[src/rtl/vec_cache_wr_tag_sched.sv]
// Write-tag scheduler: allocates miss entries, issues tag writes round-robin, flags set conflicts.
// Optional same-cycle alloc->tag_wr bypass when VEC_CACHE_WR_TAG_SCHED_BYPASS_EN is defined.
module vec_cache_wr_tag_sched #(
  parameter int unsigned ENTRY_NUM = 4,
  parameter int unsigned WAY_NUM   = 8,
  parameter int unsigned INDEX_W   = 8,
  parameter int unsigned TAG_W     = 20,
  parameter int unsigned ID_W      = $clog2(ENTRY_NUM),
  localparam int unsigned WAY_W    = $clog2(WAY_NUM)
) (
  input  logic               clk,
  input  logic               rst,
  input  logic               alloc_vld,
  output logic               alloc_rdy,
  input  logic [INDEX_W-1:0] alloc_index,
  input  logic [TAG_W-1:0]   alloc_tag,
  input  logic [WAY_W-1:0]   alloc_way,
  output logic [ID_W-1:0]    alloc_id,
  output logic               tag_wr_vld,
  input  logic               tag_wr_rdy,
  output logic [INDEX_W-1:0] tag_wr_index,
  output logic [TAG_W-1:0]   tag_wr_tag,
  output logic [WAY_W-1:0]   tag_wr_way,
  output logic [ID_W-1:0]    tag_wr_id,
  input  logic               done_vld,
  input  logic [ID_W-1:0]    done_id,
  input  logic [INDEX_W-1:0] lkp_index,
  output logic               lkp_conflict,
  output logic [ENTRY_NUM-1:0] entry_busy,
  output logic [ID_W:0]      busy_cnt
);

  typedef enum logic [1:0] {StFree, StPend, StWritten} entry_st_e;

  entry_st_e          r_state [ENTRY_NUM];
  logic [INDEX_W-1:0] r_index [ENTRY_NUM];
  logic [TAG_W-1:0]   r_tag   [ENTRY_NUM];
  logic [WAY_W-1:0]   r_way   [ENTRY_NUM];
  logic [ID_W-1:0]    r_rr_ptr;
  logic               r_lat_vld;
  logic [ID_W-1:0]    r_lat_id;

  entry_st_e          w_state_d [ENTRY_NUM];
  logic [ENTRY_NUM-1:0] w_busy;
  logic               w_free_any;
  logic [ID_W-1:0]    w_free_id;
  logic               w_alloc_conf;
  logic               w_lkp_conf;
  logic [ID_W:0]      w_cnt;
  logic               w_alloc_fire;
  logic               w_sel_vld;
  logic [ID_W-1:0]    w_sel_id;
  logic [ID_W-1:0]    w_scan;
  logic               w_gnt_vld;
  logic [ID_W-1:0]    w_gnt_id;
  logic               w_bypass;
  logic               w_wr_fire;

  // Descending scans so the last hit is the lowest id / nearest to rr_ptr.
  always_comb begin
    w_busy       = '0;
    w_free_any   = 1'b0;
    w_free_id    = '0;
    w_alloc_conf = 1'b0;
    w_lkp_conf   = 1'b0;
    w_cnt        = '0;
    for (int i = ENTRY_NUM - 1; i >= 0; i--) begin
      if (r_state[i] == StFree) begin
        w_free_any = 1'b1;
        w_free_id  = ID_W'(i);
      end else begin
        w_busy[i] = 1'b1;
        if (r_index[i] == alloc_index) w_alloc_conf = 1'b1;
        if (r_index[i] == lkp_index)   w_lkp_conf   = 1'b1;
      end
    end
    for (int i = 0; i < ENTRY_NUM; i++) begin
      w_cnt = w_cnt + (ID_W+1)'(w_busy[i]);
    end
  end

  always_comb begin
    w_sel_vld = 1'b0;
    w_sel_id  = '0;
    w_scan    = '0;
    for (int k = ENTRY_NUM - 1; k >= 0; k--) begin
      w_scan = r_rr_ptr + ID_W'(k);
      if (r_state[w_scan] == StPend) begin
        w_sel_vld = 1'b1;
        w_sel_id  = w_scan;
      end
    end
  end

  assign alloc_rdy    = w_free_any & ~w_alloc_conf;
  assign alloc_id     = w_free_id;
  assign w_alloc_fire = alloc_vld & alloc_rdy;

  // A latched grant always wins so the payload holds until accepted.
  always_comb begin
    w_gnt_vld = 1'b0;
    w_gnt_id  = '0;
    w_bypass  = 1'b0;
    if (r_lat_vld) begin
      w_gnt_vld = 1'b1;
      w_gnt_id  = r_lat_id;
    end else if (w_sel_vld) begin
      w_gnt_vld = 1'b1;
      w_gnt_id  = w_sel_id;
    end
`ifdef VEC_CACHE_WR_TAG_SCHED_BYPASS_EN
    else if (w_alloc_fire) begin
      w_gnt_vld = 1'b1;
      w_gnt_id  = w_free_id;
      w_bypass  = 1'b1;
    end
`endif
  end

  assign w_wr_fire    = w_gnt_vld & tag_wr_rdy;
  assign tag_wr_vld   = w_gnt_vld;
  assign tag_wr_id    = w_gnt_id;
  assign tag_wr_index = w_bypass ? alloc_index : r_index[w_gnt_id];
  assign tag_wr_tag   = w_bypass ? alloc_tag   : r_tag[w_gnt_id];
  assign tag_wr_way   = w_bypass ? alloc_way   : r_way[w_gnt_id];

  assign lkp_conflict = w_lkp_conf;
  assign entry_busy   = w_busy;
  assign busy_cnt     = w_cnt;

  // Alloc hits a FREE entry, issue a PEND one, done a WRITTEN one: never the same entry.
  always_comb begin
    for (int i = 0; i < ENTRY_NUM; i++) begin
      w_state_d[i] = r_state[i];
    end
    if (w_alloc_fire) begin
      w_state_d[w_free_id] = (w_bypass && tag_wr_rdy) ? StWritten : StPend;
    end
    if (w_wr_fire && !w_bypass) begin
      w_state_d[w_gnt_id] = StWritten;
    end
    if (done_vld && r_state[done_id] == StWritten) begin
      w_state_d[done_id] = StFree;
    end
  end

  always_ff @(posedge clk or posedge rst) begin
    if (rst) begin
      for (int i = 0; i < ENTRY_NUM; i++) begin
        r_state[i] <= StFree;
      end
      r_rr_ptr  <= '0;
      r_lat_vld <= 1'b0;
      r_lat_id  <= '0;
    end else begin
      for (int i = 0; i < ENTRY_NUM; i++) begin
        r_state[i] <= w_state_d[i];
      end
      if (w_wr_fire) begin
        r_rr_ptr  <= w_gnt_id + ID_W'(1);
        r_lat_vld <= 1'b0;
      end else if (w_gnt_vld) begin
        r_lat_vld <= 1'b1;
        r_lat_id  <= w_gnt_id;
      end
    end
  end

  always_ff @(posedge clk) begin
    if (w_alloc_fire) begin
      r_index[w_free_id] <= alloc_index;
      r_tag[w_free_id]   <= alloc_tag;
      r_way[w_free_id]   <= alloc_way;
    end
  end

endmodule

[config.mk]
export PLATFORM = sky130hd
export DESIGN_NAME = vec_cache_wr_tag_sched
export DESIGN_NICKNAME = d
export VERILOG_FILES = /design/src/rtl/vec_cache_wr_tag_sched.sv
export SDC_FILE = /design/constraint.sdc
export NUM_CORES = 1
export LEC_CHECK = 0
export CAP_MARGIN = 5
export CELL_PAD_IN_SITES_DETAIL_PLACEMENT = 1
export CELL_PAD_IN_SITES_GLOBAL_PLACEMENT = 2
export CORE_MARGIN = 1.5
export CORE_UTILIZATION = 41
export CTS_CLUSTER_DIAMETER = 30
export DETAILED_ROUTE_END_ITERATION = 7
export GPL_TIMING_DRIVEN = 0
export HOLD_SLACK_MARGIN = 0.03
export MAX_ROUTING_LAYER = met4
export PLACE_DENSITY = 0.95
export SLEW_MARGIN = 20
export SYNTH_ARGS = -nofsm -noshare
export SYNTH_HDL_FRONTEND = slang
export SYNTH_SLANG_ARGS = --single-unit
[constraint.sdc]
create_clock -name clk -period 9.3 [get_ports clk]
set_input_delay 1.395 -clock clk [delete_from_list [all_inputs] [get_ports clk]]
set_output_delay 1.395 -clock clk [all_outputs]
set_load 0.005 [all_outputs]
; ---- Word-level counts from Yosys, hierarchy flattened
; Memory sizes are Yosys's and may differ from the RTL's.
; Cells that the tools add are included.
[classes]
n_addsub = 7
order_cmp = 10
eq_ne = 13
muxes = 68
bitwise_logic = 20
reduce_logical = 10
[op_table]
columns = cell, n
row1 = 8-bit == test, 8
row2 = 2-bit 2-to-1 mux, 23
row3 = 1-bit 2-to-1 mux, 34
row4 = 8-bit 2-to-1 mux, 3
row5 = "3-bit >= comparator, second input constant", 7
row6 = 2-bit inverter with 3-bit output, 7
row7 = 2-bit binary-select mux with 2-bit select, 5
row8 = 2-bit demux with 2-bit select, 3
row9 = "3-bit by 1-bit less-than comparator with 1-bit output, second input constant", 3
row10 = 4-bit AND, 2
row11 = 8-bit AND, 1
row12 = "2-bit by 1-bit == test with 1-bit output, second input constant", 4
row13 = 2-bit zero test, 4
row14 = 4-bit inverter, 2
row15 = 8-bit inverter, 1
row16 = 4-bit OR, 2
row17 = "2-bit by 1-bit adder with 2-bit output, second input constant", 2
row18 = "2-bit adder, second input constant", 2
row19 = 1-bit logical AND, 4
row20 = 2-bit by 1-bit adder with 3-bit output, 1
row21 = 3-bit by 1-bit adder with 3-bit output, 1
row22 = 1-bit AND, 3
row23 = 1-bit by 1-bit adder with 2-bit output, 1
row24 = "2-bit == test, second input constant", 1
row25 = other kinds (3), 4
[totals]
ff_bits = 13
mem_bits_rw = 124
in_bits = 46
out_inout_bits = 45
wordCells = 138
memories = 3
[mem_list]
columns = name, words, word_bits, read_ports, rd_ports_with_merged_regs, write_ports, line
row1 = r_tag, 4, 20, 1, 0, 1, 37  ; logic [TAG_W-1:0] r_tag [ENTRY_NUM];
row2 = r_index, 4, 8, 5, 0, 1, 36  ; logic [INDEX_W-1:0] r_index [ENTRY_NUM];
row3 = r_way, 4, 3, 1, 0, 1, 38  ; logic [WAY_W-1:0] r_way [ENTRY_NUM];

; ---- Logic depth before layout (Yosys ltp)
[depth]
word_depth = 22
mapped_depth = 11
ltp_nobuf = 9

; ---- Worst setup path before layout
; OpenSTA, ideal clock, no wires.
[synth_timing]
path_type = input to register
from = in alloc_index[6]
to = mem r_index[2][0] (enable)
setup_time_ps = 497
arrival_time_ps = 4974
t_required_ps = 8803
path_slack_ps = 3829
stages = 5
n_path_buf = 0
cell_sequence = xor2_1 -> nor3_1 -> nand4_1 -> nand3_1 -> nor4_1
[synth_between]
elab_chain_len = 14
word_cells_on_any_way = 17
classes_between = eq/ne (4) / mux (10) / bitwise (3)
[synth_rtl]
columns = element, line
row1 = start: declaration, 15  ; input logic [INDEX_W-1:0] alloc_index,
row2 = 8-bit == test, 73  ; if (r_index[i] == alloc_index) w_alloc_conf = 1'b1;
row3 = 1-bit 2-to-1 mux, 73
row4 = 1-bit 2-to-1 mux, 68  ; if (r_state[i] == StFree) begin
row5 = 1-bit 2-to-1 mux, 73
row6 = 1-bit 2-to-1 mux, 68
row7 = 1-bit 2-to-1 mux, 73
row8 = 1-bit 2-to-1 mux, 68
row9 = 1-bit 2-to-1 mux, 73
row10 = 1-bit 2-to-1 mux *, 68
row11 = 1-bit inverter *, 95  ; assign alloc_rdy = w_free_any & ~w_alloc_conf;
row12 = 1-bit AND *, 95
row13 = 1-bit AND *, 97  ; assign w_alloc_fire = alloc_vld & alloc_rdy;
row14 = 1-bit 2-to-1 mux *, 170  ; if (w_alloc_fire) begin
row15 = 1-bit 2-to-1 mux (not written as such) *, 171  ; r_index[w_free_id] <= alloc_index;
row16 = end: declaration, 36
; Every way passes the cells marked *; elsewhere a longest branch is shown, timed or not.

; ---- Worst setup path after layout
[layout_timing]
from = in alloc_index[3]
to = out alloc_rdy
[layout_between]
elab_chain_len = 11
word_cells_on_any_way = 14
classes_between = eq/ne (4) / mux (8) / bitwise (2)
[layout_rtl]
columns = element, line
row1 = 8-bit == test, 73
row2 = 1-bit 2-to-1 mux, 73
row3 = 1-bit 2-to-1 mux, 68
row4 = 1-bit 2-to-1 mux, 73
row5 = 1-bit 2-to-1 mux, 68
row6 = 1-bit 2-to-1 mux, 73
row7 = 1-bit 2-to-1 mux, 68
row8 = 1-bit 2-to-1 mux, 73
row9 = 1-bit 2-to-1 mux *, 68
row10 = 1-bit inverter *, 95
row11 = 1-bit AND *, 95
row12 = end: declaration, 14  ; output logic alloc_rdy,
; Marked as above.

==> impl_metrics.py <==
metrics = {
    "status": {
        "outcome": "complete, no violations",
    },
    "sta": {
        "setup_violating_endpoint_count_in_the_final_report": 0,
        "timing.setup.tns_ns": 0,
        "slew_headroom_pct": 26.1,
        "min_period_over_period_pct": 56.2,
        "hold_violation_total_from_the_final_report": 0,
        "timing_max_transition_violations_final": 0,
        "rsz0062_at_grt": "false",
        "fin_worst_skew_ns": 0.00756,
        "fin_worst_hold_slack_ns": 0.523,
        "post-route-worst-setup-slack_ns": 4.07,
        "max_freq_ghz": 0.191,
        "transition_time_at_the_pin_with_the_least_slew_margin_ns": 1.10,
        "clock_period_minus_final_worst_setup_slack_ns": 5.23,
    },
    "placement": {
        "globalplace.congestion": 0.872,
        "pre_cts_slack_ns": 4.11,
        "port_buffers": 89,
        "place_hpwl_mm": 14.7,
    },
    "finish": {
        "final_common_cell": "edfxtp_1",
        "area_delta_synth_final_pct": 27.2,
        "utilization_pct": 53.9,
        "antenna_cells_inserted": 0,
        "mostFrequentLayoutCells": "edfxtp_1 (124), clkdlybuf4s50_1 (89), nand3_1 (50)",
        "layout_net_count": 750,
        "post_route_cells_drive_above_1_share_pct": 11.6,
    },
    "synthesis": {
        "syn_inst": 576,
        "synth_async_sr_flop_share_pct": 9.49,
        "yosys_warnings": 0,
        "synth.avg_cell_area_um2": 12.3,
        "post_synth_instance_area_um2": 7100,
        "syn-num-nets": 630,
        "synth_enable_flop_cells": 124,
        "distinct_cell_type_count_after_synthesis": 50,
        "postSynthRegisterBits": 137,
        "synth.yosys.seq_area_share_pct": 57.0,
        "top_flip_flop_cell_by_instance_count_after_synthesis": "edfxtp_1",
    },
    "flow_run": {
        "drv_cap": 0,
    },
    "detailed_routing": {
        "viasPerCell": 6.10,
        "drt-initial-drc-count": 502,
        "via_count": 5659,
        "drt-pass1-iter-count": 5,
        "drcViolationCount": 0,
        "routed_wire_per_std_cell_um": 23.5,
        "drt_wl_total_mm": 21.8,
        "ant_nets": 0,
    },
    "pwr": {
        "vdd_drop_max_mv": 0.243,
        "power_per_cell_area_nw_per_um2": 405,
        "total_leakage_power_nw": 3.06,
    },
    "worst_hold_path": {
        "min_to": "r_lat_id[0]",
        "hold_depth": 1,
        "holdCritStartpoint": "r_lat_id[0]",
        "hold_path_class": "reg -> reg",
    },
    "setup_path": {
        "required_time_reported_for_the_critical_path_endpoint_ns": 7.91,
        "regToRegStartpoint": "r_state[3]",
        "timing.critical_path.arrival_ns": 3.83,
        "setup.worst_path.class": "in -> out",
        "worst-path-max-fanout": 8,
        "startpoint_type": "input port",
        "reg2regPathDepth": 8,
        "crit-reg2reg-capture": "r_tag[2][15]",
        "setup_slack_reg_to_reg_ns": 6.00,
        "critical_path.endpoint_type": "output pin",
    },
    "global_routing": {
        "antenna_found_initial": 0,
        "grt_start_max_net_pins": 27,
        "globalRouteTotalUtil_pct": 25.9,
        "grt_first_pass_wirelength_mm": 34.5,
        "via_count_of_the_first_global_routing_pass": 6087,
        "overflow": 0,
    },
    "floorplan": {
        "floorplan.core_area_um2": 16800,
        "floorplan.initialDensity_pct": 42.4,
        "die_area_um2": 18100,
        "die_h_um": 135,
        "die-width_um": 135,
        "rows": 47,
        "ios": 91,
    },
    "cts": {
        "clock-root-buffer": "clkbuf_16",
        "post_cts_buffers": 0,
        "clkSinkCount": 137,
        "ctsHtreeMaxLevel": 4,
        "clkSlewWorstSetupHoldPaths_ns": 0.06,
        "cts_buffer_depth": 2,
        "post_cts_resize_count": 0,
        "cts_made_buffers": 17,
        "insertion_delay_ns": 0.43,
        "tritoncts": "done",
        "post_cts_hold_buffer_count": 0,
    },
}
## critical path, cell delays in order
cell and delay, ns:
clkdlybuf4s50_1 0.60, xor2_1 0.25, nor4_1 0.52, nand4_1 0.21, nand3_1 0.32, nor2_1 0.09, clkdlybuf4s50_1 0.45
## per-layer routing
layer	GRT usage (%)	wire length (um)	vias to the layer above
met3	4.43	1120	40
met1	32.6	9300	2881
met4	8.36	408	0
met2	42.8	11000	221
met5	-	0	-
li1	-	-	2517
## where the power goes
part           switching (W)  internal (W)  total [W]
clock               0.000273      0.000476   0.000749
sequential         0.0000893      0.000818   0.000908
combinational        0.00110      0.000906    0.00200
## stage by stage
step                      total power (W)  instances  cell area, um^2
after floorplan                   0.00195        576             7100
after global placement            0.00282        885             8270
after detailed placement          0.00290        897             8390
after CTS                         0.00367        928             9040
after global routing              0.00386        928             9040
final                             0.00366        928             9040
## state kept, by name, summed over array words and instances, names as in the netlist
| register | count |
|---|---|
| r_lat_vld | 1 |
| r_way | 12 |
| r_index | 32 |
| r_lat_id | 2 |
| r_state | 8 |
| r_rr_ptr | 2 |
| r_tag | 80 |
## cells by family (layout without fill, tap and decap cells)
group	count (synthesis)	after routing	synth area share, %
simple gates	164	164	14.6
buf+inv	60	192	4.74
compound gates	139	139	13.7
flops	137	137	57.0
mux	4	4	0.634
fa+ha+maj	8	8	1.51
xor+xnor	64	64	7.89
## worst max path at each step
stage | end | cells past startpoint | from
4_1_cts | alloc_rdy | 7 | alloc_index[3]
5_1_grt | alloc_rdy | 7 | alloc_index[3]
3_3_place_gp | r_tag[2][9] | 6 | alloc_index[3]
6_report | alloc_rdy | 7 | alloc_index[3]
2_1_floorplan | r_index[2][0] | 5 | alloc_index[6]
3_5_place_dp | alloc_rdy | 7 | alloc_index[3]
## synth_stat cells, types with 10 or more instances
library cell | n | area [um^2]
a211oi_1 | 46 | 345
a22oi_1 | 31 | 233
a31oi_1 | 18 | 113
buf_2 | 15 | 75.1
clkbuf_1 | 17 | 63.8
dfrtp_1 | 13 | 325
edfxtp_1 | 124 | 3720
inv_1 | 13 | 48.8
nand2_1 | 10 | 37.5
nand3_1 | 50 | 250
nand4_1 | 10 | 62.6
nor4b_1 | 46 | 403
o21ai_0 | 24 | 120
xnor2_1 | 20 | 175
xor2_1 | 44 | 385
## layout make-up
class / count / area (um^2)
Buffer: 46 / 272
Clock buffer: 17 / 425
Clock inverter: 14 / 218
Fill cell: 1719 / 7720
Inverter: 14 / 65.1
Multi-Input combinational cell: 379 / 2730
Sequential cell: 137 / 4050
Tap cell: 220 / 275
Timing Repair Buffer: 101 / 1000
(Power assumes the default switching activity.)
